==> src/rtl/reg_seq_pkg.sv <==
// reg_seq_pkg: shared types and constants for the control-register command
// sequencer (reg_seq_ctrl) and its strobe decoder (reg_seq_decode).
//   op_e       - command opcodes as seen on cmd_op
//   state_e    - sequencer FSM states
//   strobe_t   - the eight one-cycle register control strobes
//   op_single  - true for opcodes that always issue exactly one strobe
package reg_seq_pkg;

    localparam int REG_DATA_W    = 4;  // width of the attached control register
    localparam int CNT_W_DEFAULT = 4;  // default repeat-count field width

    typedef enum logic [2:0] {
        OP_NOP  = 3'd0,
        OP_CLR  = 3'd1,
        OP_LOAD = 3'd2,
        OP_INC  = 3'd3,
        OP_DEC  = 3'd4,
        OP_SHR  = 3'd5,
        OP_ROR  = 3'd6,
        OP_ROL  = 3'd7
    } op_e;

    typedef enum logic [1:0] {
        ST_IDLE  = 2'd0,
        ST_ISSUE = 2'd1,
        ST_DONE  = 2'd2
    } state_e;

    typedef struct packed {
        logic cl;
        logic ld;
        logic inc;
        logic dec;
        logic sr;
        logic ir;
        logic sl;
        logic il;
    } strobe_t;

    // CLR and LOAD ignore the repeat count: one strobe only.
    function automatic logic op_single(input op_e op);
        return (op == OP_CLR) || (op == OP_LOAD);
    endfunction

endpackage

==> src/rtl/reg_seq_decode.sv <==
// reg_seq_decode: purely combinational strobe generator.
// Maps the sequencer state and latched command onto the register controls.
//   state  in   sequencer state; strobes only fire in ST_ISSUE
//   op     in   latched opcode
//   arg    in   latched argument (LOAD data)
//   fill   in   latched serial fill bit for SHR
//   reg_q  in   register feedback, end bits used as rotate fill
//   rst    in   kill: forces every strobe low this cycle
//   stb    out  cl/ld/inc/dec/sr/ir/sl/il
//   reg_in out  LOAD data, zero whenever ld is low
module reg_seq_decode
    import reg_seq_pkg::*;
#(
    parameter int CNT_W  = CNT_W_DEFAULT,
    parameter int DATA_W = REG_DATA_W
) (
    input  state_e            state,
    input  op_e               op,
    input  logic [CNT_W-1:0]  arg,
    input  logic              fill,
    input  logic [DATA_W-1:0] reg_q,
    input  logic              rst,
    output strobe_t           stb,
    output logic [DATA_W-1:0] reg_in
);

    // Only the end bits of the register feed the rotate fill.
    logic unused_reg_mid;
    assign unused_reg_mid = ^reg_q[DATA_W-2:1];

    always_comb begin
        stb    = '0;
        reg_in = '0;
        if (!rst && state == ST_ISSUE) begin
            unique case (op)
                OP_CLR:  stb.cl = 1'b1;
                OP_LOAD: begin
                    stb.ld = 1'b1;
                    reg_in = DATA_W'(arg);
                end
                OP_INC:  stb.inc = 1'b1;
                OP_DEC:  stb.dec = 1'b1;
                OP_SHR:  begin
                    stb.sr = 1'b1;
                    stb.ir = fill;
                end
                // Rotates read the live register each cycle; it updates on
                // every edge, so chained rotates need no shadow copy.
                OP_ROR:  begin
                    stb.sr = 1'b1;
                    stb.ir = reg_q[0];
                end
                OP_ROL:  begin
                    stb.sl = 1'b1;
                    stb.il = reg_q[DATA_W-1];
                end
                default: ;  // NOP never reaches ISSUE
            endcase
        end
    end

endmodule

==> src/rtl/reg_seq_ctrl.sv <==
// reg_seq_ctrl: command sequencer upstream of the 4-bit control register.
// Accepts one command per valid/ready handshake, expands it into a train of
// one-cycle strobes, then pulses done for one cycle.
//   clk, rst         clock; synchronous active-high reset
//   cmd_valid/ready  command handshake
//   cmd_op/arg/fill  opcode, LOAD data or repeat count minus 1, SHR fill bit
//   reg_q            register feedback for rotates
//   cl..il, reg_in   register controls and LOAD data
//   busy, done       strobe train in progress / one-cycle completion pulse
// Optional build macro REG_SEQ_ABORT_EN adds abort (in) and aborted (out):
// abort in ISSUE kills that cycle's strobe and ends the command early.
module reg_seq_ctrl
    import reg_seq_pkg::*;
#(
    parameter int CNT_W  = CNT_W_DEFAULT,
    parameter int DATA_W = REG_DATA_W
) (
    input  logic              clk,
    input  logic              rst,
    input  logic              cmd_valid,
    output logic              cmd_ready,
    input  logic [2:0]        cmd_op,
    input  logic [CNT_W-1:0]  cmd_arg,
    input  logic              cmd_fill,
    input  logic [DATA_W-1:0] reg_q,
    output logic              cl,
    output logic              ld,
    output logic              inc,
    output logic              dec,
    output logic              sr,
    output logic              ir,
    output logic              sl,
    output logic              il,
    output logic [DATA_W-1:0] reg_in,
    output logic              busy,
`ifdef REG_SEQ_ABORT_EN
    input  logic              abort,
    output logic              aborted,
`endif
    output logic              done
);

    state_e           state_q, state_d;
    op_e              op_q;
    logic [CNT_W-1:0] arg_q;
    logic             fill_q;
    logic [CNT_W-1:0] rem_q, rem_d;
    logic             accept;
    logic             kill;
    strobe_t          stb;

`ifdef REG_SEQ_ABORT_EN
    logic abort_hit;
    logic aborted_q;
    assign abort_hit = (state_q == ST_ISSUE) && abort;
`else
    localparam logic abort_hit = 1'b0;
`endif

    assign accept = (state_q == ST_IDLE) && cmd_valid;

    // ---------------- state register ----------------
    always_ff @(posedge clk) begin
        if (rst) begin
            state_q <= ST_IDLE;
            rem_q   <= '0;
        end else begin
            state_q <= state_d;
            rem_q   <= rem_d;
        end
    end

    // Command latch: only written on the handshake, so a command held
    // during ISSUE/DONE cannot disturb the one in flight.
    always_ff @(posedge clk) begin
        if (rst) begin
            op_q   <= OP_NOP;
            arg_q  <= '0;
            fill_q <= 1'b0;
        end else if (accept) begin
            op_q   <= op_e'(cmd_op);
            arg_q  <= cmd_arg;
            fill_q <= cmd_fill;
        end
    end

`ifdef REG_SEQ_ABORT_EN
    // An abort always leads into DONE next cycle, so this flag is high for
    // exactly that DONE cycle.
    always_ff @(posedge clk) begin
        if (rst) aborted_q <= 1'b0;
        else     aborted_q <= abort_hit;
    end
`endif

    // ---------------- next state / counter ----------------
    always_comb begin
        state_d = state_q;
        rem_d   = rem_q;
        unique case (state_q)
            ST_IDLE: begin
                if (accept) begin
                    if (op_e'(cmd_op) == OP_NOP) begin
                        state_d = ST_DONE;
                    end else begin
                        state_d = ST_ISSUE;
                        rem_d   = op_single(op_e'(cmd_op)) ? '0 : cmd_arg;
                    end
                end
            end
            ST_ISSUE: begin
                // Counter is tested before decrementing, so an all-ones
                // argument yields 2^CNT_W strobes and never underflows.
                if (abort_hit || rem_q == '0) state_d = ST_DONE;
                else                          rem_d   = rem_q - 1'b1;
            end
            ST_DONE:  state_d = ST_IDLE;
            default:  state_d = ST_IDLE;
        endcase
    end

    // ---------------- outputs ----------------
    assign cmd_ready = (state_q == ST_IDLE);
    assign busy      = (state_q == ST_ISSUE);
    assign done      = (state_q == ST_DONE) && !rst;
`ifdef REG_SEQ_ABORT_EN
    assign aborted   = done && aborted_q;
`endif

    // Reset (and abort) gate the strobes combinationally so the register
    // sees no operation in that very cycle.
    assign kill = rst || abort_hit;

    reg_seq_decode #(
        .CNT_W  (CNT_W),
        .DATA_W (DATA_W)
    ) u_decode (
        .state  (state_q),
        .op     (op_q),
        .arg    (arg_q),
        .fill   (fill_q),
        .reg_q  (reg_q),
        .rst    (kill),
        .stb    (stb),
        .reg_in (reg_in)
    );

    assign cl  = stb.cl;
    assign ld  = stb.ld;
    assign inc = stb.inc;
    assign dec = stb.dec;
    assign sr  = stb.sr;
    assign ir  = stb.ir;
    assign sl  = stb.sl;
    assign il  = stb.il;

endmodule

==> config.mk <==
export PLATFORM = sky130hd
export DESIGN_NAME = reg_seq_ctrl
export DESIGN_NICKNAME = d
export VERILOG_FILES = /design/src/rtl/reg_seq_pkg.sv /design/src/rtl/reg_seq_decode.sv /design/src/rtl/reg_seq_ctrl.sv
export SDC_FILE = /design/constraint.sdc
export NUM_CORES = 1
export LEC_CHECK = 0
export ABC_CLOCK_PERIOD_IN_PS = 1610
export CORE_UTILIZATION = 31
export DETAILED_ROUTE_END_ITERATION = 10
export DONT_BUFFER_PORTS = 1
export PLACE_DENSITY = 0.43
export SYNTH_ARGS = -nofsm -noshare
export SYNTH_HDL_FRONTEND = slang
export SYNTH_SLANG_ARGS = --single-unit
==> constraint.sdc <==
create_clock -name clk -period 1.61 [get_ports clk]
set_input_delay 0.161 -clock clk [delete_from_list [all_inputs] [get_ports clk]]
set_output_delay 0.161 -clock clk [all_outputs]
set_load 0.01 [all_outputs]
Yosys cells after proc, flatten, opt, wreduce, memory -nomap -nowiden
Index checks and enable logic that the tools add are counted.
- bits in registers: 14
- output and inout port bits: 15
- logic and storage cells: 50
- add/subtract/negate cells: 1
- eq/ne operators: 15
- multiplexer cells: 18
- reduce and logical (&&, ||, !) cells: 11
- operators with widths (kind ; number):
    $mux W4 ; 6
    $eq A3 B3 Y1 const B ; 4
    $eq A3 B2 Y1 const B ; 3
    $mux W2 ; 4
    $mux W8 ; 1
    $pmux W2 S2 ; 2
    $pmux W4 S2 ; 1
    $eq A3 B1 Y1 const B ; 2
    $logic_not A4 Y1 ; 1
    $mux W1 ; 4
    $ne A2 B1 Y1 const B ; 2
    $ne A2 B2 Y1 const B ; 2
    $reduce_and A4 Y1 ; 1
    $sub A4 B1 Y4 const B ; 1
    $logic_and A1 B1 Y1 ; 3
    $logic_not A3 Y1 ; 1
    $eq A2 B1 Y1 const B ; 1
    $eq A2 B2 Y1 const B ; 1
    $logic_not A2 Y1 ; 1
    $reduce_and A2 Y1 ; 1
    $reduce_bool A2 Y1 ; 1
    $logic_not A1 Y1 ; 1
    $logic_or A1 B1 Y1 ; 1

Longest topological paths before layout
Gate-level depths: netlist (run 1).
- word-level depth: 6
- mapped depth: 6

Modules after synthesis
A second synthesis (run 1) with hierarchy kept.
- cell total of the unflattened synthesis: 98
- area, all modules: 859.6 sq um
- modules (own cells, without submodules) (module ; instances ; cells an instance ; area each (sq um) ; sequential area each (sq um)):
    reg_seq_ctrl ; 1 ; 76 ; 708.2 ; 280.3
    reg_seq_decode ; 1 ; 22 ; 151.4 ; 0.0

Least setup slack after synthesis (run 1)
No wires, ideal clock.
- path kind: register to register
- start: register rem_q[0]
- end: register rem_q[3]
- setup time: 0.088 ns
- arrival: 1.488 ns
- required time: 1.522 ns
- slack: 0.034 ns
- stages on the path, launching flop included: 7
- path buffers: 1
- period minus slack after synthesis: 1.576 ns
- path through: dfxtp_1 inv_1 ha_1 or3b_1 buf_6 a22o_4 a311oi_2
- word-level cells in the longest chain between the ends: 3
- RTL lines (what ; line ; text):
    start, declared ; reg_seq_ctrl.sv:47 ; logic [CNT_W-1:0] rem_q, rem_d;
    start signal, assigned ; reg_seq_ctrl.sv:69 ; rem_q <= rem_d;
    $sub A4 B1 Y4 or $logic_not A4 Y1 (tied branches) ; reg_seq_ctrl.sv:115, reg_seq_ctrl.sv:114 ;
    $mux W4 or $ne A2 B2 Y1 (tied branches) ; n/a ;
    $pmux W4 S2 or $reduce_and A4 Y1 (tied branches) ; n/a ;
Parallel ways exist; a longest one is shown, timed or not. The select of a mux whose other input is x is not followed.
A chain may end at the register's enable or synchronous reset.

Worst setup path after layout (run 1)
- start: register rem_q[1]
- end: register rem_q[3]
Same word-level chain as after synthesis.

==> metrics, run 1 <==
Mean Syn Cell Area=9.14 sq um; R2R Path Start=rem_q[1]$_SDFFE_PP0P_; I/O pin cnt=30; clk sinks=14; layout cells sized above 1=34.7%; GPL Wtd Cong=0.777; # setup viols final=0; Worst Path Required=1.81 ns; mux contribution to synthesized area=9.95%; # fillers=266; Syn Inst Count=88; worst IR drop on VDD=0.000560 V; Num CTS Buffers=3; Crit path max-delay family=compound AO/OA/AOI/OAI gates; worst-path fanout max=6; layout overhead on the synthesized area=22.6%; Post-Route WL=1860 microns; switching power share of the total=31.0%; ys flop type=dfxtp_1; worst path cell trace=inv_2 > ha_4 > or3b_4 > a22o_4 > a311oi_2; Least-Margin Pin Slew=0.587 ns; TritonCTS clock tree=built; cells on worst reg2reg path=5; CP max stage delay=0.42 ns; Post-Syn Nets=104; PD cells=1040 mW/mm^2; die area=0.00280 sq mm; final period utilization=97.1%; GRT Overall Usage=14.4%; Multi-input gate area=532 sq um; leading cell type in the layout, fill and taps excluded=dfxtp_1; H-tree depth=1; clock latency on the worst-skew pair=0.28 ns; Worst Path Buf+Inv=1; Int Pwr=0.000708 W; nets=115; critical path class=reg -> reg; CP endpoint=rem_q[3]$_SDFFE_PP0P_; Worst setup SP type=flip-flop; most frequent cells in the layout=dfxtp_1, nor2_1, buf_4, mux2i_1; net load switching power=0.000319 W; per-cell routed wire length=14.5 microns; DRC violation count after routing=0; core box area=0.00245 sq mm; Worst Setup SP=rem_q[1]$_SDFFE_PP0P_; sequential area share after synthesis=34.8%; die height=52.9 microns; Slew Limit Headroom=60.7%; simple-gate share of the synthesized area=27.1%; Final Hold Fails=0; Synth Area in Adders=1.56%; clock group share of total power=24.7%; yosys warns=0; total number of vias=693; critical path arrival=1.77 ns; clk root buf=clkbuf_4; Post-CTS Setup Inserts=0; Max Freq=0.639 GHz; Compound-Gate Fraction of Synth Area=19.4%; fraction of registers with async set/reset=0%; Comb pwr share=33.4%; antenna-violating nets left=0; Mapped Area=805 sq um; Sequential Power Share=41.9%; clk slew on worst S/H paths=0.09 ns; worst hold margin=0.0291 ns; aggregate negative setup slack=0 ns; XOR/XNOR Fraction of Synth Area=2.18%; Final min period=1.56 ns; DRT Pass-1 Iters=4; RSZ-0062 raised after global routing=true; Worst R2R Setup Slack=0.05 ns; Synth Register Bits=14; Setup Skew=0.00848 ns; die width=52.9 microns; DR iter-0 viols=9; Levels on crit path=5; Longest Clk Path Bufs=2; slowest stage cell, crit path=or3b_4; largest net degree at the start of global routing=15; dpl cells=123; sequential cell area=284 sq um; GR Overflow Total=0; Starting Density=32.8%; fin. max-slew vios=0; first-pass GRT wire length=2930 microns; vias in the first global route=649; Pleak=0.358 nW; vias per cell=5.41; combinational family with the most area after synthesis=simple AND/OR/NAND/NOR gates; HPWL after DPL=1350 microns; r2r endpoint=rem_q[3]$_SDFFE_PP0P_; diode count=0; Synth cell types=33; status=complete, no violations; placement row count=18; Hold Startpoint=cmd_op[2]; number of max-cap violations=0; IO Port Bufs=0; Layout Cells excl Fill=128; Post-synth EDFFs=0; Worst Hold Class=in -> reg; initial antenna violation count=0; crit path capture type=flip-flop
## power by group through the flow
stage               Combinational (W)  Sequential [W]  Clock, W
floorplan                    0.000239        0.000426         0
global placement             0.000296        0.000430         0
detailed placement           0.000301        0.000432         0
CTS                          0.000322        0.000427  0.000267
global route                 0.000373        0.000440  0.000281
finish                       0.000343        0.000430  0.000254
## cell families after synthesis
group	Yosys count
compound gates	18
simple gates	37
buf+inv	8
mux	8
fa+ha+maj	1
flops	14
xor+xnor	2
## through the flow
step / total power (W) / utilization (%) / setup slack [ns] / instance area [sq um]
2_1_floorplan: 0.000665 / - / 0.0337 / 805
3_3_place_gp: 0.000727 / 36.2 / -0.0223 / 888
3_5_place_dp: 0.000733 / 36.2 / -0.0290 / 888
4_1_cts: 0.00102 / 38.5 / 0.0234 / 946
5_1_grt: 0.00109 / 40.2 / -0.00809 / 986
6_report: 0.00103 / 40.2 / 0.0459 / 986
## registers in the layout, summed over array words and instances, names as in the netlist
name,cells
fill_q,1
op_q,3
arg_q,4
rem_q,4
state_q,2
## repair_timing
item / 4_1_cts / 5_1_grt
hold buffers: 1 / 0
resized for setup: 3 / 13
endpoints found under the setup margin: 8 / 9
pin swaps: 0 / 3
hold endpoints to repair: 14 / 0
## worst min path at each step
stage               cells after the start                     to
CTS                                     2   op_q[2]$_SDFFE_PP0P_
floorplan                               2  arg_q[0]$_SDFFE_PP0P_
finish                                  2   op_q[2]$_SDFFE_PP0P_
global route                            2    fill_q$_SDFFE_PP0P_
detailed placement                      1  rem_q[3]$_SDFFE_PP0P_
global placement                        1  rem_q[3]$_SDFFE_PP0P_
## synthesized netlist by cell type, types with 2 or more instances
master	n	share of area (%)
a21oi_1	2	1.2
a221oi_1	4	4.4
mux2i_1	8	10
o211ai_1	4	3.7
clkbuf_1	2	0.93
buf_2	2	1.2
a311oi_1	3	3.3
nor3_1	2	1.2
nor2_1	11	5.1
nand2b_1	4	3.1
and2_1	5	3.9
dfxtp_1	14	35
inv_1	2	0.93
nand2_1	3	1.4
nand3b_1	2	1.9
nor4_1	3	2.3
## worst reg2reg max path, stage by stage, from the launching register on
cell and delay [ns]:
dfxtp_1 0.33, inv_2 0.07, ha_4 0.13, or3b_4 0.42, a22o_4 0.29, a311oi_2 0.26
## layer usage
layer / vias up / share of wire (%) / track usage [%]
li1: 347 / - / -
met1: 326 / 48 / 18.3
met2: 18 / 44 / 21.3
met3: 2 / 7.3 / 6.90
met4: 0 / 0.70 / 3.95
met5: - / 0 / 0
## cell type report
cell class	count	share of cell area [%]
Clock buffer	4	3.68
Inverter	3	1.14
Multi-Input combinational cell	66	53.9
Sequential cell	14	28.8
Tap cell	30	3.81
Timing Repair Buffer	11	8.63
Power figures use the tool's default switching activity.
==> run 2, diff against run 1 <==
--- a/config.mk
+++ b/config.mk
@@ -5,6 +5,7 @@
 export SDC_FILE = /design/constraint.sdc
 export NUM_CORES = 1
 export LEC_CHECK = 0
+export ABC_AREA = 1
 export ABC_CLOCK_PERIOD_IN_PS = 1610
 export CORE_UTILIZATION = 31
 export DETAILED_ROUTE_END_ITERATION = 10
==> constraint.sdc (replaced) <==
create_clock -name clk -period 1.61 [get_ports clk]
set_input_delay 0.0805 -clock clk [delete_from_list [all_inputs] [get_ports clk]]
set_output_delay 0.0805 -clock clk [all_outputs]
set_load 0.01 [all_outputs]
==> run 2 against run 1 <==
Compared with the run above:
- total power shrank 9.6%
- count of clock-buffer cells in the layout is the same
- global-route usage shrank 1.4 points
- die area grew 1.2%
- sequential power shrank 0.9%
- fmax grew 1.2%
- setup slack gained 0.018 ns
- critical path type is now reg -> out
==> metrics, run 2 <==
status=complete, no violations; placement row count=18 (unchanged); Final min period=1.55 ns (-0.0181 ns); yosys warns=0 (unchanged); GR Overflow Total=0 (unchanged); I/O pin cnt=30 (unchanged); # fillers=284 (+6.8%); RSZ-0062 raised after global routing=true; Syn Inst Count=123 (+40%); GPL Wtd Cong=0.828 (+6.6%); Worst Path Buf+Inv=2 (+1); clk slew on worst S/H paths=0.09 ns (about the same); Int Pwr=0.000623 W (-12%); Post-synth EDFFs=0 (unchanged); critical path arrival=1.47 ns (-0.30 ns); clk sinks=14 (unchanged); vias in the first global route=631 (-2.8%); Sequential Power Share=45.9% (+4.0 points); Crit path max-delay family=simple AND/OR/NAND/NOR gates; largest net degree at the start of global routing=13 (-2); die width=53.3 microns (+0.59%); Worst Hold Class=in -> reg; diode count=0 (unchanged); ranking of synthesized cells by area=dfxtp_1, inv_1, nor2_1; die area=0.00284 sq mm (+1.2%); switching power share of the total=32.9% (+1.8 points); Worst Setup SP=state_q[0]$_SDFFE_PP0P_; worst-path fanout max=7 (+1); ys flop type=dfxtp_1; H-tree depth=1 (unchanged); crit path capture type=output pin; Starting Density=32.9% (+0.11 points); layout overhead on the synthesized area=23.0%; Slew Limit Headroom=77.4% (+17 points); Mean Syn Cell Area=6.62 sq um (-28%); Post-Syn Nets=139 (+34%); largest registers=arg_q x4, rem_q x4, op_q x3; die height=53.3 microns (+0.59%); critical path class=reg -> out; worst hold margin=0.0187 ns (-0.0104 ns); leading cell type in the layout, fill and taps excluded=inv_1; DRC violation count after routing=0 (unchanged); worst path cell trace=inv_2 > nor2_4 > inv_4 > nor2_8 > nand2_4 > nor3b_2; sequential area share after synthesis=34.4% (-0.43 points); TritonCTS clock tree=built; Final Hold Fails=0 (unchanged); Post-Route WL=1750 microns (-5.5%); worst IR drop on VDD=0.000438 V (-22%); Max Freq=0.647 GHz (+1.2%); Pleak=0.452 nW (+26%); Comb pwr share=27.1% (-6.3 points); nets=151 (+31%); # setup viols final=0 (unchanged); DRT Pass-1 Iters=4 (unchanged); clock latency on the worst-skew pair=0.28 ns (about the same); slowest stage cell, crit path=dfxtp_2; DR iter-0 viols=7 (-2); first-pass GRT wire length=2610 microns (-11%); fin area=0.00100 sq mm (+1.6%); vias per cell=4.72 (-13%); HPWL after DPL=1380 microns (+2.4%); antenna-violating nets left=0 (unchanged); per-cell routed wire length=10.7 microns (-26%); Hold Startpoint=cmd_arg[3]; Num CTS Buffers=3 (unchanged); Setup Skew=0.00523 ns (-0.00324 ns); top cells by count, synth=inv_1, nor2_1, nand2_1; PD cells=926 mW/mm^2 (-11%); clk root buf=clkbuf_4; clock group share of total power=27.0% (+2.3 points); Mapped Area=815 sq um (+1.2%); number of max-cap violations=0 (unchanged); Synth cell types=20 (-39%); layout cells sized above 1=18.7% (-16 points); most frequent cells in the layout=inv_1, nand2_1, nor2_1, o21ai_0, dfxtp_1; area share of the largest cell type after synthesis=34.4% (-0.43 points); CP max stage delay=0.35 ns (-0.07 ns); total number of vias=774 (+12%); final period utilization=96.0% (-1.1 points); fin. max-slew vios=0 (unchanged); Worst setup SP type=flip-flop; Worst Path Required=1.53 ns (-0.28 ns); Longest Clk Path Bufs=2 (unchanged); core box area=0.00248 sq mm (+0.92%); fraction of registers with async set/reset=0% (unchanged); GRT Overall Usage=12.9% (-1.4 points); R2R Path Start=rem_q[0]$_SDFFE_PP0P_; Least-Margin Pin Slew=0.336 ns (-0.251 ns); net load switching power=0.000305 W (-4.3%); Synth Register Bits=14 (unchanged); IO Port Bufs=0 (unchanged); initial antenna violation count=0 (unchanged); post-synth top area cell=dfxtp_1; Post-Place Cell Area=848 sq um (-4.5%)
-- run 2: cell families after synthesis --
group                    share of synthesized area (%)
flip-flops                                        34.4
AO/OA/AOI/OAI                                     16.4
buffers and inverters                             13.2
AND/OR/NAND/NOR                                   34.4
adder cells (fa/ha/maj)                           1.54
-- run 2: path summary, 6_finish.rpt --
check / endpoint / slack (ns) / cells past startpoint
max: sr / 0.06 / 6
min: arg_q[3]$_SDFFE_PP0P_ / 0.02 / 2
max reg2reg: rem_q[0]$_SDFFE_PP0P_ / 0.27 / 9
min reg2reg: arg_q[0]$_SDFFE_PP0P_ / 0.48 / 2
-- run 2: what timing repair did --
item                                    CTS  global route
hold buffers                              8             0
pin swaps                                 0             2
gates resized for setup                   1             9
hold endpoints to repair                  9             0
endpoints found under the setup margin    1             8
setup buffers                             0             0
-- run 2: power groups by stage --
stage	logic (W)	registers, W	clock network (W)
4_1_cts	0.000248	0.000424	0.000262
5_1_grt	0.000293	0.000431	0.000276
3_5_place_dp	0.000231	0.000431	0
3_3_place_gp	0.000229	0.000431	0
2_1_floorplan	0.000198	0.000420	0
6_report	0.000252	0.000426	0.000251
-- run 2: layer usage --
metal | global-route usage, % | share of wire [%] | vias up
li1 | - | - | 411
met2 | 21.5 | 48 | 19
met3 | 5.75 | 6.6 | 2
met1 | 15.2 | 44 | 342
met5 | 0 | 0 | -
met4 | 2.63 | 0.68 | 0
-- run 2: metrics by stage --
stage	std cells	TNS (ns)	utilization [%]	total power [W]	worst slack, ns
finish	164	0	40.5	0.000928	0.0640
floorplan	123	0	-	0.000618	0.431
global placement	152	0	34.2	0.000659	0.294
detailed placement	152	0	34.2	0.000662	0.271
global route	164	-0.0637	40.5	0.00100	-0.0293
CTS	164	0	39.1	0.000934	0.00856
-- run 2: final cells by class --
class | instances | area, sq um | share of cell area (%)
sequential | 14 | 282 | 28.1
clock buffer | 4 | 36.3 | 3.62
inverter | 23 | 88.8 | 8.86
multi-input combinational | 83 | 463 | 46.2
tap | 30 | 37.5 | 3.75
timing repair buffer | 10 | 95.1 | 9.49
==> run 3, diff against run 2 <==
--- a/config.mk
+++ b/config.mk
@@ -5,8 +5,8 @@
 export SDC_FILE = /design/constraint.sdc
 export NUM_CORES = 1
 export LEC_CHECK = 0
-export ABC_AREA = 1
 export ABC_CLOCK_PERIOD_IN_PS = 1610
+export CORE_ASPECT_RATIO = 0.8
 export CORE_UTILIZATION = 31
 export DETAILED_ROUTE_END_ITERATION = 10
 export DONT_BUFFER_PORTS = 1
==> run 3 against run 2 <==
Compared with the run above:
- combinational power up 53%
- die area fell by 1.1%
- clock power grew 5%
- routed wire length rose by 14%
- count of clock-buffer cells in the layout stayed put
- fmax shrank 1.5%
- setup slack worse by 0.023 ns
- flip-flop and latch count unchanged
- critical endpoint is now rem_q[1]$_SDFFE_PP0P_
==> metrics, run 3 (synthesis gave the netlist of run 1 again) <==
status=complete, no violations; clock latency on the worst-skew pair=0.29 ns (about the same); DRC violation count after routing=0 (unchanged); IO Port Bufs=0 (unchanged); layout overhead on the synthesized area=37.2%; critical path arrival=1.77 ns (+0.30 ns); Pleak=0.403 nW (-11%); Starting Density=32.9% (+0.062 points); clk sinks=14 (unchanged); # setup viols final=0 (unchanged); initial antenna violation count=0 (unchanged); Worst setup SP type=flip-flop; largest registers=arg_q x4, rem_q x4, op_q x3; HPWL after DPL=1340 microns (-2.9%); DR iter-0 viols=7 (unchanged); vias per cell=5.03 (+6.7%); worst IR drop on VDD=0.000516 V (+18%); GRT Overall Usage=15.2% (+2.3 points); TritonCTS clock tree=built; largest net degree at the start of global routing=15 (+2); I/O pin cnt=30 (unchanged); DRT Pass-1 Iters=5 (+1); Num CTS Buffers=3 (unchanged); layout cells sized above 1=34.3% (+16 points); nets=125 (-17%); vias in the first global route=670 (+6.2%); Slew Limit Headroom=58.2% (-19 points); per-cell routed wire length=13.9 microns (+30%); clk root buf=clkbuf_4; critical path class=reg -> reg; Final Hold Fails=0 (unchanged); GR Overflow Total=0 (unchanged); Longest Clk Path Bufs=2 (unchanged); Final min period=1.57 ns (+0.0228 ns); Setup Skew=0.00191 ns (-0.00332 ns); number of max-cap violations=0 (unchanged); Least-Margin Pin Slew=0.625 ns (+0.289 ns); core box area=0.00244 sq mm (-1.4%); crit path capture type=flip-flop; final period utilization=97.4% (+1.4 points); diode count=0 (unchanged); die area=0.00280 sq mm (-1.1%); GPL Wtd Cong=0.764 (-7.7%); H-tree depth=1 (unchanged); placement row count=16 (-2); PD cells=974 mW/mm^2 (+5.2%); Worst Hold Class=in -> reg; final core occ=45.2% (+4.7 points); fin. max-slew vios=0 (unchanged); clk slew on worst S/H paths=0.09 ns (about the same); most frequent cells in the layout=buf_4, dfxtp_1, nor2_1, dlygate4sd3_1, mux2i_1; worst-path fanout max=6 (-1); first-pass GRT wire length=3050 microns (+17%); total number of vias=725 (-6.3%); leading cell type in the layout, fill and taps excluded=buf_4; Max Freq=0.637 GHz (-1.5%); die height=47.6 microns (-11%); die width=59.0 microns (+11%); Post-Route WL=2000 microns (+14%); Worst Path Required=1.81 ns (+0.28 ns); aggregate negative setup slack=0 ns (unchanged); antenna-violating nets left=0 (unchanged)
run 3: cell count changes in the layout (fill, tap and decap cells not counted), sizes merged, moves of 5 or more:
cell,before,now
a21oi,12,2
and2,0,5
buf,2,12
inv,23,3
mux2i,0,8
nand2,19,3
nand3,8,0
nor2,22,11
o21ai,13,1
run 3: path summary, 6_finish.rpt:
path,cells past startpoint,slack (ns),endpoint,startpoint
max,5,0.04,rem_q[1]$_SDFFE_PP0P_,rem_q[0]$_SDFFE_PP0P_
min,2,0.05,rem_q[1]$_SDFFE_PP0P_,cmd_arg[1]
max reg2reg,5,0.04,rem_q[1]$_SDFFE_PP0P_,rem_q[0]$_SDFFE_PP0P_
min reg2reg,2,0.51,arg_q[0]$_SDFFE_PP0P_,arg_q[0]$_SDFFE_PP0P_
run 3: layout make-up:
class	instances	area (sq um)
Fill cell	255	1340
Timing Repair Buffer	21	180
Multi-Input combinational cell	66	547
Clock buffer	4	36.3
Inverter	3	11.3
Tap cell	36	45.0
Sequential cell	14	284
run 3: stage by stage:
| step | cells | hold WS (ns) | power, W | area (sq um) | setup WS (ns) |
|---|---|---|---|---|---|
| 5_1_grt | 144 | 0.0515 | 0.00114 | 1100 | -0.0117 |
| 4_1_cts | 143 | 0.00697 | 0.00104 | 1040 | 0.00604 |
| 3_5_place_dp | 130 | 0.153 | 0.000737 | 903 | -0.0216 |
| 2_1_floorplan | 88 | 0.227 | 0.000665 | 805 | 0.0337 |
| 3_3_place_gp | 130 | 0.153 | 0.000736 | 903 | -0.000205 |
| 6_report | 144 | 0.0533 | 0.00108 | 1100 | 0.0412 |
run 3: power breakdown:
part,switching [W],leakage (nW),internal [W]
logic,0.000179,0.266,0.000206
clock network,0.000125,0.0210,0.000138
registers,0.0000370,0.116,0.000390
run 3: what timing repair did:
item	4_1_cts	5_1_grt
gates resized for setup	2	17
hold buffers	9	0
gates cloned	0	0
setup endpoints to repair	9	10
pin swaps	0	5
buffers inserted	0	1
hold endpoints to repair	14	0
run 3: critical path, cell delays in order (launching register included):
cell and delay, ns:
dfxtp_2 0.33, inv_2 0.07, ha_4 0.12, or3b_4 0.41
a22o_4 0.29, a311oi_2 0.26
run 3: routing by layer:
metal  global-route usage, %  vias up  part of all wire [%]  routed length (microns)
met5                       0        -                     0                        0
met4                    2.86        0                  0.50                       10
met3                    7.03        2                   7.4                      147
met2                    22.0       23                    44                      881
met1                    20.8      331                    48                      960
li1                        -      369                     -                        -
